==> config.mk <==
export PLATFORM = sky130hd
export DESIGN_NAME = bcd3_down_counter
export DESIGN_NICKNAME = d
export VERILOG_FILES = /design/src/rtl/bcd_pkg.sv /design/src/rtl/seg7_enc.sv /design/src/rtl/bcd3_down_counter.sv
export SDC_FILE = /design/constraint.sdc
export NUM_CORES = 1
export LEC_CHECK = 0
export CORE_ASPECT_RATIO = 0.8
export CORE_MARGIN = 2
export CORE_UTILIZATION = 31
export CTS_CLUSTER_DIAMETER = 30
export CTS_CLUSTER_SIZE = 25
export DETAILED_ROUTE_END_ITERATION = 10
export HOLD_SLACK_MARGIN = 0.05
export PLACE_DENSITY = 0.56
export SLEW_MARGIN = 20
export SYNTH_ARGS = -nofsm -noshare
export SYNTH_HDL_FRONTEND = slang
export SYNTH_SLANG_ARGS = --single-unit
==> constraint.sdc <==
create_clock -name clk -period 3.9 [get_ports clk]
set_input_delay 1.17 -clock clk [delete_from_list [all_inputs] [get_ports clk]]
set_output_delay 1.17 -clock clk [all_outputs]
set_load 0.005 [all_outputs]
==> src/rtl/bcd_pkg.sv <==
// bcd_pkg: shared segment constants, FSM state encoding and preset clamp for the BCD countdown timer.
package bcd_pkg;

    localparam logic [6:0] SEG_0       = 7'b1000000;
    localparam logic [6:0] SEG_1       = 7'b1111001;
    localparam logic [6:0] SEG_2       = 7'b0100100;
    localparam logic [6:0] SEG_3       = 7'b0110000;
    localparam logic [6:0] SEG_4       = 7'b0011001;
    localparam logic [6:0] SEG_5       = 7'b0010010;
    localparam logic [6:0] SEG_6       = 7'b0000010;
    localparam logic [6:0] SEG_7       = 7'b1111000;
    localparam logic [6:0] SEG_8       = 7'b0000000;
    localparam logic [6:0] SEG_9       = 7'b0010000;
    localparam logic [6:0] SEG_DEFAULT = 7'b0000000;

    typedef enum logic [1:0] {
        IDLE = 2'd0,
        RUN  = 2'd1,
        DONE = 2'd2
    } state_t;

    function automatic logic [3:0] clamp_digit(input logic [3:0] i_d);
        return (i_d > 4'd9) ? 4'd9 : i_d;
    endfunction

    function automatic logic [11:0] clamp_bcd(input logic [11:0] i_p);
        return {clamp_digit(i_p[11:8]), clamp_digit(i_p[7:4]), clamp_digit(i_p[3:0])};
    endfunction

endpackage

==> src/rtl/seg7_enc.sv <==
// seg7_enc: one BCD digit to active-low 7-segment pattern, bit order g..a.
module seg7_enc
    import bcd_pkg::*;
(
    input  logic [3:0] i_bcd,
    output logic [6:0] o_seg
);

    always_comb begin
        case (i_bcd)
            4'd0:    o_seg = SEG_0;
            4'd1:    o_seg = SEG_1;
            4'd2:    o_seg = SEG_2;
            4'd3:    o_seg = SEG_3;
            4'd4:    o_seg = SEG_4;
            4'd5:    o_seg = SEG_5;
            4'd6:    o_seg = SEG_6;
            4'd7:    o_seg = SEG_7;
            4'd8:    o_seg = SEG_8;
            4'd9:    o_seg = SEG_9;
            default: o_seg = SEG_DEFAULT;
        endcase
    end

endmodule

==> src/rtl/bcd3_down_counter.sv <==
// bcd3_down_counter: 3-digit BCD countdown timer with prescaler, terminal flag and 7-segment outputs.
// Define AUTO_RELOAD_EN to reload the last preset at terminal count instead of stopping.
module bcd3_down_counter
    import bcd_pkg::*;
#(
    parameter int DIV = 25000000,
    parameter int CW  = 27
) (
    input  logic        clk,
    input  logic        rst,
    input  logic        en,
    input  logic        load,
    input  logic [11:0] preset,
    output logic [6:0]  SG_0,
    output logic [6:0]  SG_1,
    output logic [6:0]  SG_2,
    output logic        d
);

    state_t          r_state, w_state_nxt;
    logic [11:0]     r_q, w_q_nxt;
    logic [CW-1:0]   r_cnt, w_cnt_nxt;
    logic            r_d, w_d_nxt;
    logic [11:0]     w_clamped, w_dec;
    logic            w_tick, w_b1, w_b2;

    assign w_clamped = clamp_bcd(preset);
    assign w_tick    = (r_cnt == CW'(DIV - 1));

    // Ripple-borrow BCD decrement; hundreds cannot underflow since RUN leaves at 000
    assign w_b1  = (r_q[3:0] == 4'd0);
    assign w_b2  = w_b1 && (r_q[7:4] == 4'd0);
    assign w_dec = {w_b2 ? r_q[11:8] - 4'd1 : r_q[11:8],
                    w_b1 ? ((r_q[7:4] == 4'd0) ? 4'd9 : r_q[7:4] - 4'd1) : r_q[7:4],
                    w_b1 ? 4'd9 : r_q[3:0] - 4'd1};

`ifdef AUTO_RELOAD_EN
    logic [11:0] r_preset;

    always_ff @(posedge clk or posedge rst) begin
        if (rst)
            r_preset <= '0;
        else if (load)
            r_preset <= w_clamped;
    end
`endif

    always_comb begin
        w_state_nxt = r_state;
        w_q_nxt     = r_q;
        w_d_nxt     = r_d;
        w_cnt_nxt   = r_cnt;
`ifdef AUTO_RELOAD_EN
        if (r_state == RUN)
            w_d_nxt = 1'b0;
`endif
        if (load) begin
            w_cnt_nxt   = '0;
            w_q_nxt     = w_clamped;
            w_state_nxt = (w_clamped == 12'h000) ? DONE : RUN;
            w_d_nxt     = (w_clamped == 12'h000);
        end else if (r_state == RUN && en) begin
            w_cnt_nxt = w_tick ? '0 : r_cnt + CW'(1);
            if (w_tick) begin
                if (w_dec == 12'h000) begin
`ifdef AUTO_RELOAD_EN
                    w_q_nxt     = r_preset;
`else
                    w_q_nxt     = 12'h000;
                    w_state_nxt = DONE;
`endif
                    w_d_nxt     = 1'b1;
                end else begin
                    w_q_nxt = w_dec;
                end
            end
        end
    end

    always_ff @(posedge clk or posedge rst) begin
        if (rst) begin
            r_state <= IDLE;
            r_q     <= '0;
            r_cnt   <= '0;
            r_d     <= 1'b0;
        end else begin
            r_state <= w_state_nxt;
            r_q     <= w_q_nxt;
            r_cnt   <= w_cnt_nxt;
            r_d     <= w_d_nxt;
        end
    end

    assign d = r_d;

    seg7_enc u_seg0 (.i_bcd(r_q[3:0]),  .o_seg(SG_0));
    seg7_enc u_seg1 (.i_bcd(r_q[7:4]),  .o_seg(SG_1));
    seg7_enc u_seg2 (.i_bcd(r_q[11:8]), .o_seg(SG_2));

endmodule

==> metrics.txt <==
die width=113 um; area grow syn2layout=23.0%; largest net degree at the start of global routing=42; Post-Synth XOR/XNOR Area=0.0716; CP startpoint kind=register; Avg Synthesized Cell Area=8.34 um^2; Routed WL=7270 um; Worst-Margin Slew=0.815 ns; Seq/Total Area, Yosys=0.350; dpl cells=494; final hold vios=0; Root Driver=clkbuf_16; Clk pwr share=0.390; core area=9110 um^2; Hold Path Class=register to register; Final Non-Filler Cells=502; Worst Hold Launch=r_cnt[26]; Synth Area in Compound Gates=0.137; Syn. warnings=0; fin worst setup slack=0.602 ns; post-synthesis async set-or-reset flop share=1.00; TritonCTS clock tree=yes; gr ovfl total=0; final core utilization=0.396; post-DP HPWL=5370 um; net switching power figure=321 uW; cell taking the most area after synthesis=dfrtp_1; Final Net Count=418; fin crit period=3.30 ns; pins over their slew limit=0; GRT Total Usage=0.147; Sw Share=0.264; fillcell total=925; Synth Area in Simple Gates=0.322; fin crit share=0.846; I/O Pins=38; crit path DAT=2.13 ns; Final TNS setup=0 ns; dpl ws=0.671 ns; # Post-CTS Setup Buffers=0; cell-internal power=895 uW; Pre-antenna DRT Iters=4; EDFF count, synth=0; post-route ant nets=0; Adder-Cell Fraction of Synth Area=0.0682; syn nets=384; post-place instance area=3440 um^2; global-route wire length before repair=12,400 um; IO buf count=37; Worst Clk Skew=0.00754 ns; mux contribution to synthesized area=0.0136; peak supply drop=147 uV; Initial DRC Count=134; final total power=1.22 mW; RR Startpoint=r_cnt[15]; Comb power frac=0.215; status=completed; Pleak=1.39 nW; Cell Rows=31; largest family of logic cells by synthesized area=simple AND/OR/NAND/NOR gates; gpl congestion=0.860; top cell type's share of synthesized area=0.350; H-tree levels=2; maximum buffer depth of the clock tree=2; critical path capture point type=primary output; clock-pin slew on the worst setup and hold paths=0.06 ns; cells after synthesis=352; worst setup path startpoint=r_q[4]; library cells used by synthesis=56; hold buffers post-CTS=0; maxcap violations=0; Data required, critical path=2.73 ns; top area cells in the synthesized netlist=dfrtp_1 (35%), ha_1 (6.8%), xnor2_1 (6.0%); CTS sink cnt=41; Post-Syn Area=2940 um^2; worst skew pair latency=0.28 ns; design area=3610 um^2; worst hold slack=0.510 ns; layout cell share with drive strength beyond 1=0.0698; Seq cells post-synth=41; critical path class=register to primary output; Flop pwr share=0.395; Initial Util=0.322; largest fanout on the critical path=9; initial antenna violation count=0; pwr dens=337 nW/um^2; Post-synth top flop=dfrtp_1; drt drc=0; vias in the first global route=2,497; CTS Buf Count=5; Die Y=91.0 um; Slew headroom=0.456; DR WL/cell=14.5 um; Die ar.=10,300 um^2; RSZ-0062 raised after global routing=no; Setup violations, final=0; # resized after CTS=0; maximum clock frequency=303 MHz; Antenna Cells=0; via density per instance=5.20; Vias=2,609
[layout by cell type, fill, tap and decap left out, types with 3 or more instances in the layout]
cell,Yosys,routed
nor3_1,20,20
or2_2,5,5
ha_1,16,16
o21a_1,4,4
nand2b_1,7,7
buf_4,0,5
inv_1,13,13
o22ai_1,3,3
o21ai_0,14,14
dfrtp_1,41,41
xnor2_1,20,20
a21oi_1,20,20
nor2_1,40,40
mux2i_1,4,4
a31oi_1,5,5
clkbuf_16,0,5
nor2b_1,4,4
nand4_1,7,7
nor3b_1,3,3
nor4_1,13,13
or3_1,6,6
nand2_1,38,38
nand3_1,11,11
and3_1,4,4
clkdlybuf4s50_1,0,37
xor2_1,4,4
[kinds of logic after synthesis]
| family | Yosys count |
|---|---|
| compound gates | 63 |
| simple gates | 175 |
| xor+xnor | 24 |
| fa+ha+maj | 16 |
| mux | 4 |
| buf+inv | 29 |
| flops | 41 |
[area by class of cell]
type                    count  area [um^2]  share of cell area
flip-flops and latches     41         1030               0.284
repair buffers             42          408               0.113
clock inverters             1         30.0             0.00832
clock buffers               7          143              0.0395
well taps                 115          144              0.0399
inverters                  14         52.6              0.0146
multi-input cells         282         1810               0.501
[sequential cells by signal (all words and copies together) (netlist names)]
register / cells
r_cnt: 27
r_q: 12
r_state: 2
[layer usage]
| metal | vias to the layer above | routed length, um | global-route usage |
|---|---|---|---|
| met3 | 2 | 270 | 0.0200 |
| met2 | 43 | 3100 | 0.219 |
| met5 | - | 0 | 0 |
| met1 | 1236 | 3860 | 0.229 |
| li1 | 1328 | - | - |
| met4 | 0 | 37 | 0.0234 |
[path summary, 6_finish.rpt]
check / to / slack (ns) / cells after the start
max reg2reg: r_q[9] / 1.46 / 5
min: r_cnt[26] / 0.51 / 1
max in group asynchronous: r_cnt[23] / 2.21 / 3
max: SG_1[3] / 0.60 / 6
min reg2reg: r_cnt[26] / 0.51 / 1
min in group asynchronous: r_cnt[18] / 1.33 / 3
[critical path, stage by stage, from the launching register on]
cell             delay, ns
dfrtp_1               0.53
inv_1                 0.14
ha_1                  0.34
inv_1                 0.10
nand2_1               0.06
a21oi_1               0.16
clkdlybuf4s50_1       0.52
[power groups by stage]
stage / combinational [mW] / sequential [mW] / clock (mW)
floorplan: 0.163 / 0.466 / 0
global placement: 0.262 / 0.487 / 0
detailed placement: 0.262 / 0.488 / 0
CTS: 0.264 / 0.480 / 0.485
global route: 0.291 / 0.486 / 0.501
finish: 0.261 / 0.481 / 0.474
[synthesized netlist by cell type (5+ instances only)]
| library cell | instances |
|---|---|
| nand2b_1 | 7 |
| o21ai_0 | 14 |
| a31oi_1 | 5 |
| nor2_1 | 40 |
| inv_1 | 13 |
| clkbuf_1 | 12 |
| or3_1 | 6 |
| nor4_1 | 13 |
| a21oi_1 | 20 |
| or2_2 | 5 |
| nand3_1 | 11 |
| xnor2_1 | 20 |
| nor3_1 | 20 |
| ha_1 | 16 |
| dfrtp_1 | 41 |
| nand2_1 | 38 |
| nand4_1 | 7 |
Power figures use the tool's default switching activity.
